File: src/rtl/ex_mul_ctrl_pkg.sv
// Shared encodings for the EX-stage multiply controller: ALU op codes,
// multiplier op select and controller state.
package ex_mul_ctrl_pkg;

    localparam logic [3:0] ALU_ADD    = 4'd0;
    localparam logic [3:0] ALU_SUB    = 4'd1;
    localparam logic [3:0] ALU_AND    = 4'd2;
    localparam logic [3:0] ALU_OR     = 4'd3;
    localparam logic [3:0] ALU_XOR    = 4'd4;
    localparam logic [3:0] ALU_SLL    = 4'd5;
    localparam logic [3:0] ALU_SRL    = 4'd6;
    localparam logic [3:0] ALU_SRA    = 4'd7;
    localparam logic [3:0] ALU_SLT    = 4'd8;
    localparam logic [3:0] ALU_SLTU   = 4'd9;
    localparam logic [3:0] ALU_MUL    = 4'd10;
    localparam logic [3:0] ALU_MULH   = 4'd11;
    localparam logic [3:0] ALU_MULHSU = 4'd12;
    localparam logic [3:0] ALU_MULHU  = 4'd13;

    localparam logic [1:0] MULOP_MUL    = 2'd0;
    localparam logic [1:0] MULOP_MULH   = 2'd1;
    localparam logic [1:0] MULOP_MULHSU = 2'd2;
    localparam logic [1:0] MULOP_MULHU  = 2'd3;

    typedef enum logic [1:0] {
        MULC_IDLE = 2'd0,
        MULC_BUSY = 2'd1,
        MULC_DONE = 2'd2
    } mulc_state_t;

    function automatic logic is_mul_op(input logic [3:0] op);
        return (op == ALU_MUL) || (op == ALU_MULH) ||
               (op == ALU_MULHSU) || (op == ALU_MULHU);
    endfunction

    function automatic logic [1:0] mul_op_of(input logic [3:0] op);
        logic [1:0] r;
        case (op)
            ALU_MULH:   r = MULOP_MULH;
            ALU_MULHSU: r = MULOP_MULHSU;
            ALU_MULHU:  r = MULOP_MULHU;
            default:    r = MULOP_MUL;
        endcase
        return r;
    endfunction

endpackage

File: src/rtl/ex_mul_ctrl.sv
// EX-stage multiply sequencer: issues one start pulse, stalls the front of the
// pipe for the fixed multiplier latency and registers the product for the EX mux.
module ex_mul_ctrl
    import ex_mul_ctrl_pkg::*;
#(
    parameter int unsigned MUL_LATENCY = 3
) (
    input  logic        clk,
    input  logic        rst_n,
    input  logic        ex_valid,
    input  logic [3:0]  alu_op,
    input  logic [31:0] rs1_data,
    input  logic [31:0] rs2_data,
    input  logic        flush,
    input  logic        pipe_hold,
    output logic        mul_start,
    output logic        mul_abort,
    output logic [1:0]  mul_op,
    output logic [31:0] mul_a,
    output logic [31:0] mul_b,
    input  logic [31:0] mul_result_in,
    output logic        mul_stall,
    output logic        mul_res_valid,
    output logic [31:0] mul_res,
    output logic [1:0]  dbg_state
);

    localparam logic [3:0] CNT_INIT = 4'(MUL_LATENCY - 1);

    mulc_state_t state, state_nxt;
    logic [3:0]  cnt;
    logic        is_mul;

    assign is_mul    = is_mul_op(alu_op);
    assign dbg_state = state;

    // flush overrides every state: no start, no stall, abort only an in-flight op
    always_comb begin
        state_nxt     = state;
        mul_start     = 1'b0;
        mul_abort     = 1'b0;
        mul_stall     = 1'b0;
        mul_res_valid = 1'b0;
        if (flush) begin
            state_nxt = MULC_IDLE;
            mul_abort = (state == MULC_BUSY);
        end else begin
            case (state)
                MULC_IDLE: begin
                    if (ex_valid && is_mul) begin
                        mul_start = 1'b1;
                        mul_stall = 1'b1;
                        state_nxt = MULC_BUSY;
                    end
                end
                MULC_BUSY: begin
                    mul_stall = 1'b1;
                    if (cnt == 4'd0) state_nxt = MULC_DONE;
                end
                MULC_DONE: begin
                    mul_res_valid = 1'b1;
                    if (!pipe_hold) state_nxt = MULC_IDLE;
                end
                default: state_nxt = MULC_IDLE;
            endcase
        end
    end

    always_ff @(posedge clk) begin
        if (!rst_n) state <= MULC_IDLE;
        else        state <= state_nxt;
    end

    always_ff @(posedge clk) begin
        if (!rst_n) begin
            cnt     <= 4'd0;
            mul_a   <= 32'd0;
            mul_b   <= 32'd0;
            mul_op  <= MULOP_MUL;
            mul_res <= 32'd0;
        end else if (mul_start) begin
            mul_a  <= rs1_data;
            mul_b  <= rs2_data;
            mul_op <= mul_op_of(alu_op);
            cnt    <= CNT_INIT;
        end else if (state == MULC_BUSY && !flush) begin
            if (cnt == 4'd0) mul_res <= mul_result_in;
            else             cnt     <= cnt - 4'd1;
        end
    end

endmodule
File: config.mk
export PLATFORM = sky130hd
export DESIGN_NAME = ex_mul_ctrl
export DESIGN_NICKNAME = d
export VERILOG_FILES = /design/src/rtl/ex_mul_ctrl_pkg.sv /design/src/rtl/ex_mul_ctrl.sv
export SDC_FILE = /design/constraint.sdc
export NUM_CORES = 1
export LEC_CHECK = 0
export ABC_AREA = 1
export CORE_MARGIN = 1.5
export CORE_UTILIZATION = 41
export CTS_BUF_LIST = sky130_fd_sc_hd__clkbuf_2
export CTS_CLUSTER_SIZE = 16
export DETAILED_ROUTE_END_ITERATION = 10
export GPL_TIMING_DRIVEN = 0
export PLACE_DENSITY = 0.86
export SLEW_MARGIN = 25
export SYNTH_ARGS = -nofsm -noshare
export SYNTH_HDL_FRONTEND = slang
export SYNTH_SLANG_ARGS = --single-unit
File: constraint.sdc
create_clock -name clk -period 1.7 [get_ports clk]
set_input_delay 0.17 -clock clk [delete_from_list [all_inputs] [get_ports clk]]
set_output_delay 0.17 -clock clk [all_outputs]
set_load 0.005 [all_outputs]
==> results of run 1 <==
## registers in the layout (all words and copies together), names as in the netlist
name       count
cnt            4
mul_b         32
dbg_state      2
mul_a         32
mul_res       32
mul_op         2
## critical path, cell delays in order, from the launching register on
cell and delay [ns]:
dfxtp_4 0.42, buf_6 0.12, inv_4 0.06, nand2_4 0.06, inv_2 0.08, nand2_4 0.06
nand2_2 0.07, buf_2 0.10
## repair_timing
item | CTS | global route
hold endpoints to repair | 1 | 0
pin swaps | 4 | 0
gates resized for setup | 49 | 144
setup buffers | 8 | 2
setup endpoints to repair | 17 | 92
hold buffers | 1 | 0
## power groups by stage
stage / combinational [mW] / clock [mW] / sequential [mW]
floorplan: 0.200 / 0 / 2.60
global placement: 0.637 / 0 / 2.60
finish: 0.651 / 1.14 / 2.56
CTS: 0.658 / 1.16 / 2.55
global route: 0.715 / 1.27 / 2.57
detailed placement: 0.645 / 0 / 2.60
## worst max-delay path by stage
stage,from,to,cells after the start
2_1_floorplan,cnt[0],mul_res[11],8
3_3_place_gp,alu_op[3],mul_stall,8
3_5_place_dp,alu_op[3],mul_start,8
4_1_cts,dbg_state[0],mul_stall,5
5_1_grt,dbg_state[0],mul_stall,5
6_report,dbg_state[1],mul_stall,7
## placed cells by master, fill, tap and decap left out, types with 3 or more instances in the layout
master           instances
nor2_1                 200
nand2_1                144
clkdlybuf4s50_1        138
dfxtp_2                 90
inv_1                   78
dlymetal6s2s_1          58
o21ai_0                 23
buf_2                   16
dfxtp_1                 12
buf_4                   11
o21ai_1                 10
clkbuf_2                 9
clkbuf_1                 8
dlygate4sd2_1            7
nand3_1                  6
buf_6                    6
a21oi_1                  4
inv_2                    3
## kinds of logic after synthesis
family	synth area share
compound gates	0.0483
fa+ha+maj	0.00300
buf+inv	0.119
flops	0.499
simple gates	0.331
## final cells by class
type / count / area, um^2 / share of cell area
Timing Repair Buffer: 218 / 2280 / 0.331
Sequential cell: 104 / 2200 / 0.320
Multi-Input combinational cell: 400 / 1640 / 0.238
Inverter: 82 / 310 / 0.0450
Buffer: 30 / 181 / 0.0263
Tap cell: 133 / 166 / 0.0242
Clock inverter: 6 / 61.3 / 0.00890
Clock buffer: 9 / 45.0 / 0.00654
## layer usage
layer  vias to the layer above  global-route usage  routed length (um)  part of all wire
li1                       2266                   -                   -                 -
met1                      1938               0.250                5080              0.41
met2                       184               0.390                6050              0.48
met3                        15              0.0890                1220             0.097
met4                         0              0.0704                 186             0.015
met5                         -                   0                   0                 0
## per-stage QoR
step / hold WS (ns) / setup TNS (ns) / cell area, um^2 / util
finish: 0.139 / 0 / 6890 / 0.702
global route: 0.0617 / -0.229 / 6890 / 0.702
CTS: 0.0840 / -0.0839 / 6610 / 0.673
detailed placement: 0.468 / -13.12 / 6410 / 0.653
global placement: 0.449 / -8.27 / 6410 / 0.653
floorplan: 0.305 / 0 / 4170 / -
==> qor.yml, run 1 <==
hold_viol: 0
cts.path.max_buffers: 2
fin_nets: 951
maxSlewViolCount: 0
synth-seq-cells: 104
grt_max_degree: 17
num_io_pins: 209
ys_types: 21
place_congestion: 0.822
yosys.area.top_type: "dfxtp_1"
timing.rr.end: "mul_res[26]"
synth.most_common_cell: "nor2_1"
clkPwrFrac: 0.262
synth_edf_count: 0
dp.cells: 957
synth_common_cells: "202 x nor2_1, 147 x nand2_1, 104 x dfxtp_1, 80 x inv_1, 23 x o21ai_0"
clk_latency_ns: 0.55
die_area_mm2: 0.0108
antenna_cells: 0
fin_ws_ns: 0.0138
rsz0062_at_grt: "true"
cts_made_buffers: 9
synth_top_cell_area_share: 0.499
drc: 0
grt_util_all_layers: 0.224
ys_top_cells_by_area: "dfxtp_1 50%, nor2_1 18%, nand2_1 13%, inv_1 7.2%, o21ai_0 2.8%"
power_leakage_nw: 4.30
fmax_ghz: 0.593
viasPerCell: 4.48
fin_skew_ns: 0.0277
port_buffers: 207
path_class: "flip-flop to output pin"
switching_share: 0.253
hp-start: "rs2_data[9]"
dp_hpwl_um: 9070
cp_max_fo: 3
ys_warn_count: 0
startpoint_type: "flip-flop"
syn_avg_cell_area_um2: 6.76
die_w_um: 104
postSynthCellCount: 617
die_h_um: 104
routedWlPerCell_um: 12.8
grt_pass1_vias: 4195
r2r-start: "cnt[0]"
async_flop_share: 0
whs_path_depth: 3
cap_violations: 0
grt-ovfl-total: 0
ir_drop_v: 0.000477
tightest_slew_ns: 0.422
intPower_mw: 3.25
drt-initial-drc-count: 161
finalPower_mw: 4.35
num_rows: 36
hold_end: "mul_b[9]"
cts_tree: "built"
clkTransAtPathRegs_ns: 0.27
core-area_mm2: 0.00982
first_pass_iters: 5
cp-end-kind: "output pin"
outcome: "finished clean"
area_delta_synth_final_pct: 65.2
required_ns: 1.53
root_buffer: "clkbuf_2"
ys_seq_area_frac: 0.499
n_fill_cell: 754
final_cell_count_no_fill: 982
drive_gt1_frac: 0.183
power_switching_mw: 1.10
slew_headroom: 0.719
rr_worst_depth: 8
worst_hold_path_type: "input pin to flip-flop"
synthFlopType: "dfxtp_1"
antenna_found_initial: 0
cp.arrival_ns: 1.52
regToRegSetupSlack_ns: 0.14
place_ws_ns: -0.686
power_frac_seq: 0.588
start_util: 0.425
drtAntennaViolNets: 0
p_comb_frac: 0.150
finalCriticalPeriod_ns: 1.69
clkSinkCount: 104
fin_crit_sh: 0.992
drt_wl_total_um: 12500
synth_nets: 723
syn_area_mm2: 0.00417
htreeDepth: 3
num_vias: 4403
setup-violations-final: 0
grt_pass1_wl_um: 19400
power_density_mw_per_mm2: 631
No activity file was read; power rests on OpenSTA's default activity.
==> run 2, diff against run 1 <==
--- a/config.mk
+++ b/config.mk
@@ -7,12 +7,12 @@
 export LEC_CHECK = 0
 export ABC_AREA = 1
 export CORE_MARGIN = 1.5
-export CORE_UTILIZATION = 41
-export CTS_BUF_LIST = sky130_fd_sc_hd__clkbuf_2
+export CORE_UTILIZATION = 40
+export CTS_BUF_LIST = sky130_fd_sc_hd__clkbuf_8 sky130_fd_sc_hd__clkbuf_16
 export CTS_CLUSTER_SIZE = 16
 export DETAILED_ROUTE_END_ITERATION = 10
 export GPL_TIMING_DRIVEN = 0
-export PLACE_DENSITY = 0.86
+export PLACE_DENSITY = 0.84
 export SLEW_MARGIN = 25
 export SYNTH_ARGS = -nofsm -noshare
 export SYNTH_HDL_FRONTEND = slang
==> run 2 against run 1 <==
Net effect: cell count is 0.41% lower; count of clock-buffer cells in the layout up 2; setup slack improved by 0.10 ns; largest cell class unchanged; core utilization decreased by 5.2 points; wire length decreased by 4.0%; highest routed layer unchanged; sequential power about the same.
==> qor.yml, run 2 (synthesis results as in run 1) <==
outcome: "finished clean"
cp.arrival_ns: 1.42  # -0.10 ns
root_buffer: "clkbuf_8"
max_stage_delay_ns: 0.37  # -0.05 ns
fin_crit_sh: 0.933  # -0.0588
drive_gt1_frac: 0.0641  # -0.118
final_common_cell: "clkdlybuf4s50_1"
core-area_mm2: 0.0102  # +4.2%
drc: 0  # unchanged
power_leakage_nw: 3.19  # -26%
fmax_ghz: 0.630  # +6.3%
n_fill_cell: 929  # +23%
finalPower_mw: 4.62  # +6.2%
viasPerCell: 4.36  # -2.9%
finalCriticalPeriod_ns: 1.59  # -0.100 ns
ir_drop_v: 0.000419  # -12%
cts.path.max_buffers: 2  # unchanged
fin_skew_ns: 0.00932  # -0.0184 ns
antenna_cells: 0  # unchanged
clkSinkCount: 104  # unchanged
worstPathCellList: "nor2_4, nand4_4, buf_8, inv_1, clkdlybuf4s15_2"
maxSlewViolCount: 0  # unchanged
crit_slowest_cell: "dfxtp_4"
grt_util_all_layers: 0.220  # -0.00384
clk_latency_ns: 0.37  # -0.18 ns
worst_hold_path_type: "input pin to flip-flop"
drt-initial-drc-count: 166  # +3.1%
slew_headroom: 0.688  # -0.0310
final_cell_count_no_fill: 978  # -0.41%
required_ns: 1.53  # about the same
num_vias: 4260  # -3.2%
power_density_mw_per_mm2: 695  # +10%
regArea_mm2: 0.00209  # -5.1%
grt_max_degree: 16  # -1
clkTransAtPathRegs_ns: 0.09  # -0.18 ns
tightest_slew_ns: 0.468  # +0.0465 ns
setup-violations-final: 0  # unchanged
startpoint_type: "flip-flop"
first_pass_iters: 4  # -1
dp.cells: 960  # +0.31%
port_buffers: 207  # unchanged
routedWlPerCell_um: 12.3  # -3.6%
grt_pass1_vias: 4105  # -2.1%
multi_input_area_mm2: 0.00163  # -0.76%
start_util: 0.408  # -0.0171
cts_made_buffers: 9  # unchanged
cts_tree: "built"
grt-ovfl-total: 0  # unchanged
path_class: "flip-flop to output pin"
die_area_mm2: 0.0110  # +2.4%
drtAntennaViolNets: 0  # unchanged
dp_hpwl_um: 8760  # -3.4%
antenna_found_initial: 0  # unchanged
grt_pass1_wl_um: 19200  # -0.92%
final_cell_mix: "201 x clkdlybuf4s50_1, 200 x nor2_1, 145 x nand2_1"
area_delta_synth_final_pct: 59.4
die_w_um: 105  # +1.2%
hold_viol: 0  # unchanged
cp-end-kind: "output pin"
die_h_um: 105  # +1.2%
fin_nets: 944  # -0.74%
num_rows: 37  # +2.8%
drt_wl_total_um: 12000  # -4.0%
cp_max_fo: 11  # +8
htreeDepth: 3  # unchanged
place_congestion: 0.803  # -2.3%
cts_hold_buf: 0  # -1
reg_top3: "mul_a x32, mul_b x32, mul_res x32"
cap_violations: 0  # unchanged
num_io_pins: 209  # unchanged
## run 2: cell types whose count changed in the layout (fill, tap and decap cells not counted), sizes merged, moves of 3 or more
cell           delta
dlygate4sd2       -5
clkdlybuf4s50    +63
clkinv            -3
dlymetal6s2s     -56
buf               -8
## run 2: metal layers
metal | track usage | share of wire | vias to the layer above
met5 | 0 | 0 | -
met4 | 0.0841 | 0.016 | 0
met3 | 0.0742 | 0.094 | 13
met2 | 0.380 | 0.47 | 180
met1 | 0.249 | 0.42 | 1812
li1 | - | - | 2255
## run 2: final cells by class
| class | count | area share |
|---|---|---|
| Multi-Input combinational cell | 400 | 0.245 |
| Sequential cell | 104 | 0.314 |
| Clock inverter | 4 | 0.00320 |
| Timing Repair Buffer | 211 | 0.316 |
| Tap cell | 136 | 0.0256 |
| Clock buffer | 11 | 0.0228 |
| Inverter | 82 | 0.0463 |
| Buffer | 30 | 0.0269 |
## run 2: metrics by stage
stage | area (um^2) | worst slack (ns) | setup TNS, ns | util | hold slack, ns
floorplan | 4170 | 0.360 | 0 | - | 0.305
global placement | 6410 | -0.658 | -11.22 | 0.627 | 0.449
detailed placement | 6410 | -0.696 | -12.40 | 0.627 | 0.468
CTS | 6640 | 0.0109 | 0 | 0.649 | 0.184
global route | 6650 | -0.00591 | -0.00999 | 0.650 | 0.193
finish | 6650 | 0.114 | 0 | 0.650 | 0.206
## run 2: where the power goes
group | switching (mW) | internal [mW] | total, mW
logic | 0.249 | 0.404 | 0.653
registers | 0.0352 | 2.50 | 2.54
clock network | 0.830 | 0.596 | 1.43
## run 2: critical path: cells and delay by family, from the launching register on
kind | cells | cell delay [ns]
buf+inv | 3 | 0.42
flops | 1 | 0.37
simple gates | 2 | 0.25
## run 2: timing repair
item | 4_1_cts | 5_1_grt
endpoints found under the setup margin | 3 | 16
buffers inserted | 4 | 0
gates resized for setup | 20 | 4
pin swaps | 4 | 1
## run 2: path summary, 6_finish.rpt
path	slack (ns)	cells past startpoint	end	startpoint
max	0.11	5	mul_start	dbg_state[0]
max reg2reg	0.17	8	mul_res[28]	cnt[0]
min	0.21	3	cnt[1]	rst_n
min reg2reg	0.48	2	cnt[0]	cnt[0]
